==> config.mk <==
export PLATFORM = sky130hd
export DESIGN_NAME = prog_loader_flat
export DESIGN_NICKNAME = d
export VERILOG_FILES = /design/src/rtl/prog_loader_pkg.sv /design/src/rtl/prog_loader_if.sv /design/src/rtl/prog_loader_byte_packer.sv /design/src/rtl/prog_loader.sv /design/src/flat_wrapper.sv
export SDC_FILE = /design/constraint.sdc
export NUM_CORES = 1
export LEC_CHECK = 0
export CORE_MARGIN = 4
export CORE_UTILIZATION = 25
export DETAILED_ROUTE_END_ITERATION = 8
export PLACE_DENSITY = 0.52
export RECOVER_POWER = 50
export SKIP_CTS_REPAIR_TIMING = 1
export SYNTH_ARGS = -nofsm -noshare
export SYNTH_HDL_FRONTEND = slang
export SYNTH_SLANG_ARGS = --single-unit
export TNS_END_PERCENT = 100
==> constraint.sdc <==
create_clock -name clk -period 8.9 [get_ports clk]
set_input_delay 2.225 -clock clk [delete_from_list [all_inputs] [get_ports clk]]
set_output_delay 2.225 -clock clk [all_outputs]
set_load 0.005 [all_outputs]
==> src/rtl/prog_loader_pkg.sv <==
// Shared types and constants for the boot-time program loader.
//   ld_state_e  : loader FSM state encoding (3 bits)
//   LdSyncByte  : default frame start marker
//   csum_add    : 8-bit modular add used by the running checksum
package prog_loader_pkg;

  typedef enum logic [2:0] {
    StSync = 3'd0,
    StLen0 = 3'd1,
    StLen1 = 3'd2,
    StData = 3'd3,
    StCsum = 3'd4,
    StRun  = 3'd5,
    StErr  = 3'd6
  } ld_state_e;

  localparam logic [7:0] LdSyncByte = 8'hA5;

  function automatic logic [7:0] csum_add(input logic [7:0] a, input logic [7:0] b);
    return a + b;
  endfunction

endpackage

==> src/rtl/prog_loader_if.sv <==
// Byte-stream link plus instruction-memory write port and CPU control of the loader.
//   master : host side (drives rx_valid/rx_data, observes everything else)
//   slave  : loader side (accepts bytes, drives memory strobe and status)
interface prog_loader_if #(
  parameter int unsigned WIDTH  = 32,
  parameter int unsigned ADDR_W = 8
);
  logic              rx_valid;
  logic [7:0]        rx_data;
  logic              rx_ready;
  logic              mem_we;
  logic [ADDR_W-1:0] mem_addr;
  logic [WIDTH-1:0]  mem_wdata;
  logic              cpu_hold;
  logic              load_done;
  logic              load_error;

  modport master (
    output rx_valid, rx_data,
    input  rx_ready, mem_we, mem_addr, mem_wdata, cpu_hold, load_done, load_error
  );

  modport slave (
    input  rx_valid, rx_data,
    output rx_ready, mem_we, mem_addr, mem_wdata, cpu_hold, load_done, load_error
  );
endinterface

==> src/rtl/prog_loader_byte_packer.sv <==
// Packs bytes little-endian into a WIDTH-bit word.
//   clk, reset    : clock, async active-high reset
//   clear         : restart at lane 0 with an empty word
//   byte_valid    : byte_data is consumed this cycle
//   word          : word register (complete once word_complete has fired)
//   word_complete : combinational pulse on the byte that fills the top lane
module prog_loader_byte_packer #(
  parameter int unsigned WIDTH = 32
) (
  input  logic             clk,
  input  logic             reset,
  input  logic             clear,
  input  logic             byte_valid,
  input  logic [7:0]       byte_data,
  output logic [WIDTH-1:0] word,
  output logic             word_complete
);
  localparam int unsigned BYTES = WIDTH / 8;
  localparam int unsigned IdxW  = (BYTES > 1) ? $clog2(BYTES) : 1;
  localparam logic [IdxW-1:0] LastIdx = IdxW'(BYTES - 1);

  logic [IdxW-1:0]  idx_q, idx_d;
  logic [WIDTH-1:0] word_q, word_d;

  always_comb begin
    idx_d  = idx_q;
    word_d = word_q;
    if (clear) begin
      idx_d  = '0;
      word_d = '0;
    end else if (byte_valid) begin
      for (int unsigned b = 0; b < BYTES; b++) begin
        if (idx_q == IdxW'(b)) word_d[b*8 +: 8] = byte_data;
      end
      idx_d = (idx_q == LastIdx) ? '0 : idx_q + 1'b1;
    end
  end

  always_ff @(posedge clk or posedge reset) begin
    if (reset) begin
      idx_q  <= '0;
      word_q <= '0;
    end else begin
      idx_q  <= idx_d;
      word_q <= word_d;
    end
  end

  assign word          = word_q;
  assign word_complete = byte_valid && !clear && (idx_q == LastIdx);
endmodule

==> src/rtl/prog_loader.sv <==
// Boot-time program loader. Parses frames SYNC, LEN[7:0], LEN[15:8], LEN*BYTES data bytes,
// CSUM from a valid/ready byte link, writes packed words to instruction memory and holds
// the CPU in reset until a checksum-verified image is loaded.
//   clk, reset : clock, async active-high reset
//   bus        : prog_loader_if slave (rx link, memory write port, cpu_hold/status)
module prog_loader
  import prog_loader_pkg::*;
#(
  parameter int unsigned WIDTH     = 32,
  parameter int unsigned ADDR_W    = 8,
  parameter logic [7:0]  SYNC_BYTE = LdSyncByte
) (
  input logic           clk,
  input logic           reset,
  prog_loader_if.slave  bus
);
  localparam logic [16:0] MaxLen = 17'd1 << ADDR_W;

  ld_state_e         state_q, state_d;
  logic [7:0]        len_lo_q, len_lo_d;
  logic [15:0]       len_q, len_d;
  logic [7:0]        sum_q, sum_d;
  logic [ADDR_W-1:0] addr_q, addr_d;
  logic              we_q, we_d;
  logic              ready_q, ready_d;
  logic              hold_q, done_q, err_q;

  logic             accept;
  logic             last_word;
  logic             pk_clear;
  logic             pk_valid;
  logic [WIDTH-1:0] pk_word;
  logic             pk_complete;

  assign accept    = bus.rx_valid && ready_q;
  assign pk_clear  = (state_q == StLen1) && accept;
  assign pk_valid  = (state_q == StData) && accept;
  // The address stops at the last word instead of wrapping; completion is judged on it.
  assign last_word = (17'(addr_q) + 17'd1) == {1'b0, len_q};

  prog_loader_byte_packer #(
    .WIDTH(WIDTH)
  ) u_packer (
    .clk          (clk),
    .reset        (reset),
    .clear        (pk_clear),
    .byte_valid   (pk_valid),
    .byte_data    (bus.rx_data),
    .word         (pk_word),
    .word_complete(pk_complete)
  );

  always_comb begin
    state_d  = state_q;
    len_lo_d = len_lo_q;
    len_d    = len_q;
    sum_d    = sum_q;
    addr_d   = addr_q;
    we_d     = pk_complete;
    unique case (state_q)
      StSync: if (accept && bus.rx_data == SYNC_BYTE) state_d = StLen0;
      StLen0: begin
        if (accept) begin
          len_lo_d = bus.rx_data;
          state_d  = StLen1;
        end
      end
      StLen1: begin
        if (accept) begin
          len_d  = {bus.rx_data, len_lo_q};
          sum_d  = '0;
          addr_d = '0;
          if ({1'b0, len_d} > MaxLen) state_d = StErr;
          else if (len_d == 16'd0)    state_d = StCsum;
          else                        state_d = StData;
        end
      end
      StData: begin
        if (accept) sum_d = csum_add(sum_q, bus.rx_data);
        if (we_q) begin
          if (last_word) state_d = StCsum;
          else           addr_d  = addr_q + 1'b1;
        end
      end
      StCsum: begin
        if (accept) state_d = (csum_add(sum_q, bus.rx_data) == 8'd0) ? StRun : StErr;
      end
      StRun: ;
      StErr: if (accept && bus.rx_data == SYNC_BYTE) state_d = StLen0;
      default: state_d = StSync;
    endcase
    // Registered ready: no byte is taken during a write cycle or once running.
    ready_d = (state_d != StRun) && !we_d;
  end

  always_ff @(posedge clk or posedge reset) begin
    if (reset) begin
      state_q  <= StSync;
      len_lo_q <= '0;
      len_q    <= '0;
      sum_q    <= '0;
      addr_q   <= '0;
      we_q     <= 1'b0;
      ready_q  <= 1'b0;
      hold_q   <= 1'b1;
      done_q   <= 1'b0;
      err_q    <= 1'b0;
    end else begin
      state_q  <= state_d;
      len_lo_q <= len_lo_d;
      len_q    <= len_d;
      sum_q    <= sum_d;
      addr_q   <= addr_d;
      we_q     <= we_d;
      ready_q  <= ready_d;
      hold_q   <= (state_d != StRun);
      done_q   <= (state_d == StRun);
      err_q    <= (state_d == StErr);
    end
  end

  assign bus.rx_ready   = ready_q;
  assign bus.mem_we     = we_q;
  assign bus.mem_addr   = addr_q;
  assign bus.mem_wdata  = pk_word;
  assign bus.cpu_hold   = hold_q;
  assign bus.load_done  = done_q;
  assign bus.load_error = err_q;
endmodule

==> src/flat_wrapper.sv <==
// flat-port wrapper written by rule: the top's interface ports become plain ports
module prog_loader_flat import prog_loader_pkg::*;
#(
  parameter int unsigned WIDTH     = 32,
  parameter int unsigned ADDR_W    = 8,
  parameter logic [7:0]  SYNC_BYTE = LdSyncByte
)
  (clk, reset, bus_rx_valid, bus_rx_data, bus_rx_ready, bus_mem_we, bus_mem_addr, bus_mem_wdata, bus_cpu_hold, bus_load_done, bus_load_error);
  prog_loader_if #(.WIDTH(WIDTH), .ADDR_W(ADDR_W)) bus_i ();
  input logic clk;
  input logic reset;
  input wire logic [$bits(bus_i.rx_valid)-1:0] bus_rx_valid;
  input wire logic [$bits(bus_i.rx_data)-1:0] bus_rx_data;
  output wire logic [$bits(bus_i.rx_ready)-1:0] bus_rx_ready;
  output wire logic [$bits(bus_i.mem_we)-1:0] bus_mem_we;
  output wire logic [$bits(bus_i.mem_addr)-1:0] bus_mem_addr;
  output wire logic [$bits(bus_i.mem_wdata)-1:0] bus_mem_wdata;
  output wire logic [$bits(bus_i.cpu_hold)-1:0] bus_cpu_hold;
  output wire logic [$bits(bus_i.load_done)-1:0] bus_load_done;
  output wire logic [$bits(bus_i.load_error)-1:0] bus_load_error;
  assign bus_i.rx_valid = bus_rx_valid;
  assign bus_i.rx_data = bus_rx_data;
  assign bus_rx_ready = bus_i.rx_ready;
  assign bus_mem_we = bus_i.mem_we;
  assign bus_mem_addr = bus_i.mem_addr;
  assign bus_mem_wdata = bus_i.mem_wdata;
  assign bus_cpu_hold = bus_i.cpu_hold;
  assign bus_load_done = bus_i.load_done;
  assign bus_load_error = bus_i.load_error;
  prog_loader #(.WIDTH(WIDTH), .ADDR_W(ADDR_W), .SYNC_BYTE(SYNC_BYTE)) u_core (.clk(clk), .reset(reset), .bus(bus_i));
endmodule
==> summary.md <==
| Metric | Value |
|---|---|
| Outcome | `complete, no violations` |
| Via density | `roughly 4.9` |
| Critical path buffer and inverter count | `1` |
| Hold Crit Class | `register to register` |
| Slowest-stage cell, CP | `clkdlybuf4s50_1` |
| CTS Buf Count | `9` |
| Top sig layer | `met4` |
| Hold_sp | `u_core.u_packer.word[29]` |
| Residual DRC | `0` |
| Unique cell type count in the Yosys netlist | `59` |
| Setup clock skew after layout | `9.26 ps` |
| Final Routed Wirelength | `11,100 µm` |
| Final Cycle Share | `between 50% and 60%` |
| Sequential element share of the synthesized area | `49.5%` |
| Worst setup startpoint | `bus_rx_data[0]` |
| Slowest stage delay, CP | `660 ps` |
| Synthesized area per cell | `around 10 µm²` |
| CP Launch Type | `input port` |
| Seq pwr share | `44.6%` |
| Cell-internal power | `705 µW` |
| CTS tree | `built` |
| YS warnings | `0` |
| Pre-CTS WS | `3340 ps` |
| TritonRoute pass-1 iters | `4` |
| Routed Antenna Nets | `0` |
| Hold_ws | `between 500 and 600 ps` |
| Die area | `~0.019 mm²` |
| RSZ-0062 raised after global routing | `false` |
| Critical path arrival | `5430 ps` |
| Antenna violations before repair | `0` |
| Part of the power in the clock network | `40.3%` |
| Least-Margin Pin Slew | `1060 ps` |
| Mapped Cells | `410` |
| Required @ worst endpoint | `9120 ps` |
| Initial core utilization | `between 20 and 30%` |
| IO Pins | `56` |
| CP Max Fanout | `11` |
| Sw Pwr | `262 µW` |
| Number of synthesized register bits | `82` |
| Gr ovfl total | `0` |
| Synth top area share | `48.8%` |
| Met2 Routed Length | `roughly 5100 µm` |
| Cells after DPL | `665` |
| First-pass GRT wire length | `18,600 µm` |
| Final core occ | `32.6%` |
| Largest net degree at the start of global routing | `83` |
| Nature of the critical path endpoint | `register` |
| Synth area leaders | `dfrtp_1 49%, mux2_2 6.8%, nand2_1 6.2%` |
| Setup violators final | `0` |
| Die W | `137 µm` |
| Final weighted congestion in routability-driven placement | `0.819` |
| Critical path cell sequence | `clkdlybuf4s50_1, ha_1, fa_1, xor2_1, or4_1, or3_1, or4_1, a22o_1` |
| Core area | `~0.016 mm²` |
| Commonest non-fill, non-tap cell in the layout | `dfrtp_1` |
| HPWL after DPL | `7810 µm` |
| Max H-tree Level | `3` |
| Ratio of cells with drive above 1 in the final layout | `12.5%` |
| Switch share | `a little over a quarter` |
| Non-filler cells in the finished layout | `681` |
| WL per Instance | `about 16 µm` |
| CTS max path bufs | `2` |
| Power share of the combinational group | `15.1%` |
| CP most frequent cell | `or4_1` |
| Fin nets | `484` |
| Cell taking the most area after synthesis | `dfrtp_1` |
| Antenna diodes | `0` |
| Worst VDD drop | `100 µV` |
| Clk root buf | `clkbuf_16` |
| # clock sinks | `between 80 and 90` |
| Syn-to-layout area delta | `26.1%` |
| Wire length on met3 | `724 µm` |
| R2r startpoint | `u_core.sum_q[0]` |
| I/O Buffers | `55` |
| Number of global-route vias before repair | `3,500` |
| Total track usage | `12.8%` |
| Cell class contributing the biggest share of worst-path delay | `simple AND/OR/NAND/NOR gates` |
| Setup Crit Path Kind | `input port to register` |
| Final Max Tran Viols | `0` |
| Final hold violation count | `0` |
| Std-Cell Rows | `46` |
| Mapped Area | `0.00415 mm²` |
| M1 wire length | `5150 µm` |
| FFs w/ async S/R, synth | `between 90% and 100%` |
| Most frequent cells in the layout | `81 x dfrtp_1, 68 x nand2_1, 32 x a21oi_1, 32 x clkdlybuf4s50_1, 25 x mux2_2` |
| Chip height | `approximately 140 µm` |
| Min Tclk post-route | `5200 ps` |
| Max_slew headroom | `29.5%` |
| Worst skew pair latency | `around 350 ps` |
| Final worst slack | `between 3000 and 4000 ps` |
| Power Dens Cells | `185 mW/mm²` |
| Max frequency | `192 MHz` |
| Clock slew seen by the registers of the worst setup and hold paths | `60 ps` |
| EDFF count, synth | `0` |
| Commonest register cell after synthesis | `dfrtp_1` |
| Syn Nets | `~430` |
| Max-Cap Viols | `0` |
| Static Leak | `roughly 2.3 nW` |
| Via count | `3,332` |
| Total negative setup slack | `0 ps` |
| DRT iter0 DRCs | `153` |
[final timing paths]
check / end / slack [ps] / depth (start not counted)
worst max-delay path: u_core.bus.rx_ready / 3700 / 8
worst min-delay path: u_core.u_packer.word[29] / 510 / 1
worst max register to register: u_core.bus.rx_ready / 6010 / 7
worst min register to register: u_core.u_packer.word[29] / 510 / 1
max in group asynchronous: u_core.bus.rx_ready / 5530 / 3
min in group asynchronous: u_core.bus.mem_addr[6] / 2680 / 3
[power groups by stage]
stage	combinational, mW	clock (mW)	sequential [mW]
6_report	0.146	0.390	0.431
5_1_grt	0.164	0.416	0.435
4_1_cts	0.148	0.399	0.430
3_5_place_dp	0.147	0	0.437
3_3_place_gp	0.144	0	0.435
2_1_floorplan	0.103	0	0.423
[synthesized netlist by cell type (all sizes together), types with 4 or more instances]
cell type	number
a22o	19
nand2	68
xnor2	6
a211oi	5
o21ai	9
a21oi	32
nand4	5
mux2	25
nor3b	5
nand3	8
buf	9
inv	12
or4	5
nor2	18
or3	5
dfrtp	81
ha	12
a21o	4
and2	5
nor3	7
clkbuf	12
nor4	6
and4	4
xor2	5
a31oi	6
[area by class of cell]
class	instances	area, µm²
well taps	216	270
clock inverters	5	60.1
inverters	12	46.3
repair buffers	60	588
fillers	1653	10800
multi-input cells	295	1960
flip-flops and latches	82	2050
clock buffers	11	253
[sequential cells by signal (all words and copies together), names as in the netlist]
| register | cells |
|---|---|
| u_core.bus.load_done | 1 |
| u_core.len_q | 16 |
| u_core.bus.mem_we | 1 |
| u_core.u_packer.word | 32 |
| u_core.bus.rx_ready | 1 |
| u_core.state_q | 3 |
| u_core.u_packer.idx_q | 2 |
| u_core.bus.cpu_hold | 1 |
| u_core.sum_q | 8 |
| u_core.bus.load_error | 1 |
| u_core.len_lo_q | 8 |
| u_core.bus.mem_addr | 8 |
[worst reg2reg max path, cell delays in order, from the launching register on]
cell	delay (ps)
dfrtp_1	380
ha_1	220
fa_1	440
xor2_1	200
or4_1	380
or3_1	340
or4_1	560
a22o_1	240
[kinds of logic (layout without fill, tap and decap cells)]
logic type	after synthesis	after routing	share of synthesized area (%)
XOR/XNOR	11	11	2.32
AND/OR/NAND/NOR	153	153	18.7
adder cells (fa/ha/maj)	13	13	4.10
AO/OA/AOI/OAI	93	93	15.3
flip-flops	82	82	49.5
buffers and inverters	33	88	3.41
multiplexers	25	25	6.78
[per-layer routing]
layer	global-route usage, %	up-vias
li1	-	1583
met1	16.5	1641
met2	20.0	93
met3	4.52	15
met4	4.16	0
met5	0	-
[per-stage QoR]
| stage | cell area (µm²) | power [mW] |
|---|---|---|
| 5_1_grt | 5230 | 1.01 |
| 3_5_place_dp | 4920 | 0.584 |
| 2_1_floorplan | 4150 | 0.526 |
| 3_3_place_gp | 4920 | 0.579 |
| 4_1_cts | 5230 | 0.978 |
| 6_report | 5230 | 0.966 |
No activity file was read; power rests on OpenSTA's default activity.
==> edit 1 (same settings) <==
Take the reset off `addr_q` and load it in a clocked block of its own.
--- a/src/rtl/prog_loader.sv
+++ b/src/rtl/prog_loader.sv
@@ -99,7 +99,6 @@
       len_lo_q <= '0;
       len_q    <= '0;
       sum_q    <= '0;
-      addr_q   <= '0;
       we_q     <= 1'b0;
       ready_q  <= 1'b0;
       hold_q   <= 1'b1;
@@ -110,13 +109,16 @@
       len_lo_q <= len_lo_d;
       len_q    <= len_d;
       sum_q    <= sum_d;
-      addr_q   <= addr_d;
       we_q     <= we_d;
       ready_q  <= ready_d;
       hold_q   <= (state_d != StRun);
       done_q   <= (state_d == StRun);
       err_q    <= (state_d == StErr);
     end
+  end
+
+  always_ff @(posedge clk) begin
+    addr_q <= addr_d;
   end
 
   assign bus.rx_ready   = ready_q;
Behaviour: differs if reset is asserted again (counterexample within 10 cycles, from zero or initial values and one cycle with reset high); with reset held inactive, the same outputs for 10 cycles.
==> edit 1 against the unedited design <==
The flow now finishes with violations (max-capacitance violations, max-slew violations). Highest routed layer unchanged. Via count down 18%. Critical path depth decreased by 5. Utilization down 0.32 points. Routed wire length decreased by 8.6%. Synthesized area down 6.7%. Count of clock-buffer cells in the layout did not move. Critical endpoint is now u_core.bus.load_done$_DFF_PP0_. Sequential cell count is the same. Cell area is 6.3% lower. Total power decreased by 12%. Worst setup slack lost 0.73 ns. Largest power group unchanged.
==> edit 1: results (changes against the unedited design) <==
=======================================================================================
Pre-CTS worst setup slack                                                       3.57 ns   +0.224 ns
Synth top area cells                                                       dfrtp_1 47%, a22o_1 9.3%, mux2_2 7.0%, edfxtp_1 6.2%, ha_1 3.9%
Placed Cells incl. Taps                                                             548   -18%
Transition time at the pin with the least slew margin                           3.93 ns   +2.88 ns
Endpoint of the most critical register-to-register path                    u_core.u_packer.word[28]$_DFFE_PP0P_
Avg WL per Cell                                                                 18.1 um   +10%
Critical path endpoint                                                     u_core.bus.load_done$_DFF_PP0_
First-pass iteration count of the detailed router                                     6   +2
Number of instances in the synthesized netlist                                      315   -23%
Async set-reset flop share out of synthesis                                       0.902   -0.0976
Number of enable-type register cells in the synthesized netlist                       8   +8
Adder and majority cell fraction of the synthesized area                         0.0440   +0.00296
Arrival time worst endpoint                                                     5.46 ns   +0.03 ns
Worst path slowest cell                                                        clkbuf_1
Maximum number of pins on one net before global-route repair                         75   -9.6%
Leakage power of the design                                                  0.00219 uW   -4.0%
R2R cell count                                                                        6   -1
Layout cells sized above 1                                                        0.146   +0.0215
Worst Path Max Fanout                                                                74   +63
XOR/XNOR share of the synthesized area                                           0.0452   +0.0220
Number of maximum-capacitance violations                                              1   +1
HPWL Detailed                                                                   6.77 mm   -13%
Slowest cell delay on critical path                                             2.76 ns   +2.10 ns
Share of the yosys chip area belonging to registers                               0.541   +0.0460
Vias                                                                               2747   -18%
Most numerous cell types in the synthesized netlist                        73 x dfrtp_1, 41 x a22o_1, 25 x nor2_1
Multi-input gate area in the final layout                                     1690 um^2   -14%
Proportion of synthesized area in mux cells                                      0.0698   +0.00198
GRT Resource Usage Total                                                          0.122   -0.00531
Run status                                                                 complete, but fails checks
Worst setup startpoint                                                            reset
Max Slew Vio Count                                                                   75   +75
Violations in the final reports                                            max-capacitance violations, max-slew violations
Filler instances                                                                   1551   -6.2%
Number of violations reported at the end of detailed-routing iteration 0            145   -5.2%
Net count after synthesis                                                           339   -22%
Final hold slack                                                               0.500 ns   -0.00653 ns
Largest clock skew in the final design                                       0.00634 ns   -0.00292 ns
Final weighted congestion in routability-driven placement                         0.794   -3.0%
Via count normalized by instance count                                             4.87   -0.45%
Share of the synthesized area in compound gates (AO/OA/AOI/OAI)                   0.160   +0.00776
Worst voltage drop across the vdd grid                                          81.9 uV   -18%
Worst hold path startpoint                                                 u_core.len_q[13]$_DFFE_PP0P_
Worst R2R Setup Slack                                                           5.73 ns   -0.28 ns
Hold endpoint                                                              u_core.len_q[13]$_DFFE_PP0P_
Kind of cell adding the most delay to the critical path                    buffers and inverters
Placed Area                                                                   4620 um^2   -6.1%
FF-to-FF Start                                                             u_core.state_q[2]$_DFF_PP0_
Number of global-route vias before repair                                          2922   -17%
First-pass GRT wire length                                                      16.6 mm   -11%
Distinct cell type count after synthesis                                             55   -6.8%
Post-layout nets                                                                    395   -18%
Fraction of the cycle the final worst path needs                                  0.666   +0.0815
=======================================================================================
==> edit 1: changes by cell type in the layout (fill, tap and decap cells not counted), sizes merged, moves of 4 or more <==
cell,before,now
nor2,18,25
a21oi,32,3
dfrtp,81,73
xor2,5,12
a22o,19,42
edfxtp,0,8
nand2,68,8
a31oi,6,2
buf,5,1
==> edit 1: power by group <==
group	switching, uW	internal [uW]	total, uW	leakage (uW)
logic	45.1	38.0	83.2	0.000965
registers	13.8	398	412	0.00109
clock network	154	205	360	0.000142
==> edit 1: routing by layer <==
layer | global-route usage | wire length, um | vias to the layer above
met1 | 0.163 | 4900 | 1377
met2 | 0.189 | 4680 | 74
met4 | 0.0335 | 124 | 0
met5 | 0 | 0 | -
met3 | 0.0445 | 476 | 9
li1 | - | - | 1287
==> edit 1: layout make-up <==
cell class,instances,area share
clock buffer,11,0.0515
clock inverter,5,0.00740
inverter,9,0.00689
multi-input combinational,212,0.345
sequential,82,0.427
tap,188,0.0479
timing repair buffer,57,0.115
==> edit 2 (config.mk and constraints unchanged) <==
Without the edit above. `ADDR_W` is set to 8 in 3 places; all go to 7.
--- a/src/rtl/prog_loader_if.sv
+++ b/src/rtl/prog_loader_if.sv
@@ -3,7 +3,7 @@
 //   slave  : loader side (accepts bytes, drives memory strobe and status)
 interface prog_loader_if #(
   parameter int unsigned WIDTH  = 32,
-  parameter int unsigned ADDR_W = 8
+  parameter int unsigned ADDR_W = 7
 );
   logic              rx_valid;
   logic [7:0]        rx_data;
--- a/src/rtl/prog_loader.sv
+++ b/src/rtl/prog_loader.sv
@@ -7,7 +7,7 @@
   import prog_loader_pkg::*;
 #(
   parameter int unsigned WIDTH     = 32,
-  parameter int unsigned ADDR_W    = 8,
+  parameter int unsigned ADDR_W    = 7,
   parameter logic [7:0]  SYNC_BYTE = LdSyncByte
 ) (
   input logic           clk,
--- a/src/flat_wrapper.sv
+++ b/src/flat_wrapper.sv
@@ -2,7 +2,7 @@
 module prog_loader_flat import prog_loader_pkg::*;
 #(
   parameter int unsigned WIDTH     = 32,
-  parameter int unsigned ADDR_W    = 8,
+  parameter int unsigned ADDR_W    = 7,
   parameter logic [7:0]  SYNC_BYTE = LdSyncByte
 )
   (clk, reset, bus_rx_valid, bus_rx_data, bus_rx_ready, bus_mem_we, bus_mem_addr, bus_mem_wdata, bus_cpu_hold, bus_load_done, bus_load_error);
Interface: changed (resized bus_mem_addr); port bits go from 56 to 55. The function was not compared with the original's and may differ.
==> edit 2 against the unedited design <==
Synthesized area decreased by 3.6%. Critical path depth increased by 2. Worst setup slack improved by 0.51 ns. Total power increased by 2.0%. Sequential share of layout area increased by 0.92 points. Routed wire length decreased by 5.0%. Maximum frequency increased by 11%. Clock skew increased by 0.00057 ns. Cell area decreased by 3.5%. Global-route usage decreased by 0.67 points. Sequential cell count decreased by 1. Critical path type unchanged.
==> edit 2: results (changes against the unedited design) <==
=======================================================================================
Critical path endpoint                                                     u_core.state_q[1]$_DFF_PP0_
Number of global-route vias before repair                                          3361   -4.0%
Layout cells sized above 1                                                       0.0870   -0.0378
Distinct cell type count after synthesis                                             56   -5.1%
XOR/XNOR share of the synthesized area                                           0.0372   +0.0140
Most used DFF post-synth                                                        dfrtp_1
Total Wirelength                                                                10.6 mm   -5.0%
Share of the synthesized area in compound gates (AO/OA/AOI/OAI)                   0.120   -0.0321
Synth top area cells                                                       dfrtp_1 50%, nand2_1 13%, ha_1 3.8%, a21oi_1 3.6%, nand3_1 2.6%
Port buffer count                                                                    54   -1.8%
Maximum number of pins on one net before global-route repair                         82   -1.2%
Worst voltage drop across the vdd grid                                          77.5 uV   -22%
Arrival time worst endpoint                                                     4.91 ns   -0.52 ns
End-of-flow core utilization                                                      0.327   +0.00148
Hold endpoint                                                              u_core.len_q[15]$_DFFE_PP0P_
Endpoint of the most critical register-to-register path                    u_core.bus.mem_addr[5]$_DFFE_PP0P_
Worst Hold Path Cells                                                                 2   +1
Largest clock skew in the final design                                       0.00982 ns   +0.000565 ns
R2R cell count                                                                        8   +1
HPWL Detailed                                                                   7.32 mm   -6.2%
GRT Resource Usage Total                                                          0.121   -0.00666
Leakage power of the design                                                  0.00229 uW   +0.20%
Kind of cell adding the most delay to the critical path                    compound AO/OA/AOI/OAI gates
Share of the yosys chip area belonging to registers                               0.507   +0.0125
Worst R2R Setup Slack                                                           6.20 ns   +0.19 ns
Number of violations reported at the end of detailed-routing iteration 0            196   +28%
Post-layout nets                                                                    502   +3.7%
First-pass iteration count of the detailed router                                     5   +1
First-pass GRT wire length                                                      17.5 mm   -5.5%
Worst Path Max Fanout                                                                 9   -2
Count of antenna diodes in the layout                                                 0   unchanged
Final hold slack                                                               0.485 ns   -0.0218 ns
Slowest cell delay on critical path                                             0.61 ns   -0.05 ns
FF-to-FF Start                                                             u_core.bus.mem_addr[0]$_DFFE_PP0P_
Placed Area                                                                   4740 um^2   -3.8%
Worst hold path startpoint                                                 u_core.len_q[15]$_DFFE_PP0P_
Run status                                                                 finished, final reports clean
Final weighted congestion in routability-driven placement                         0.829   +1.3%
Most numerous cell types in the synthesized netlist                        135 x nand2_1, 80 x dfrtp_1, 29 x a21oi_1
Via count normalized by instance count                                             4.72   -3.5%
Proportion of synthesized area in mux cells                                      0.0275   -0.0403
Adder and majority cell fraction of the synthesized area                         0.0426   +0.00155
Filler instances                                                                   1636   -1.0%
Relative slew slack                                                               0.230   -0.0652
Initial antenna violation count                                                       0   unchanged
=======================================================================================
[edit 2: power breakdown]
group / internal, uW / switching (uW)
combinational: 56.9 / 95.4
sequential: 403 / 31.0
clock: 247 / 153
[edit 2: worst reg2reg max path, delay by kind of cell, from the launching register on]
kind	cells	cell delay [ns]
simple gates	4	1.28
flops	1	0.49
fa+ha+maj	1	0.40
compound gates	2	0.28
xor+xnor	1	0.15
[edit 2: per-stage QoR]
step / instances / setup WS (ns)
after floorplan: 429 / 4.60
after global placement: 678 / 3.90
after detailed placement: 678 / 3.83
after CTS: 694 / 4.19
after global routing: 694 / 3.90
final: 694 / 4.21
[edit 2: final cells by class]
type                    instances  area share
inverters                       5     0.00396
well taps                     211      0.0523
flip-flops and latches         81       0.402
repair buffers                 57       0.111
clock inverters                 6      0.0178
multi-input cells             324       0.368
clock buffers                  10      0.0453
[edit 2: routing by layer]
layer,share of wire,track usage
met1,0.47,0.168
met4,0.017,0.0469
met3,0.041,0.0183
met5,0,0
met2,0.47,0.191
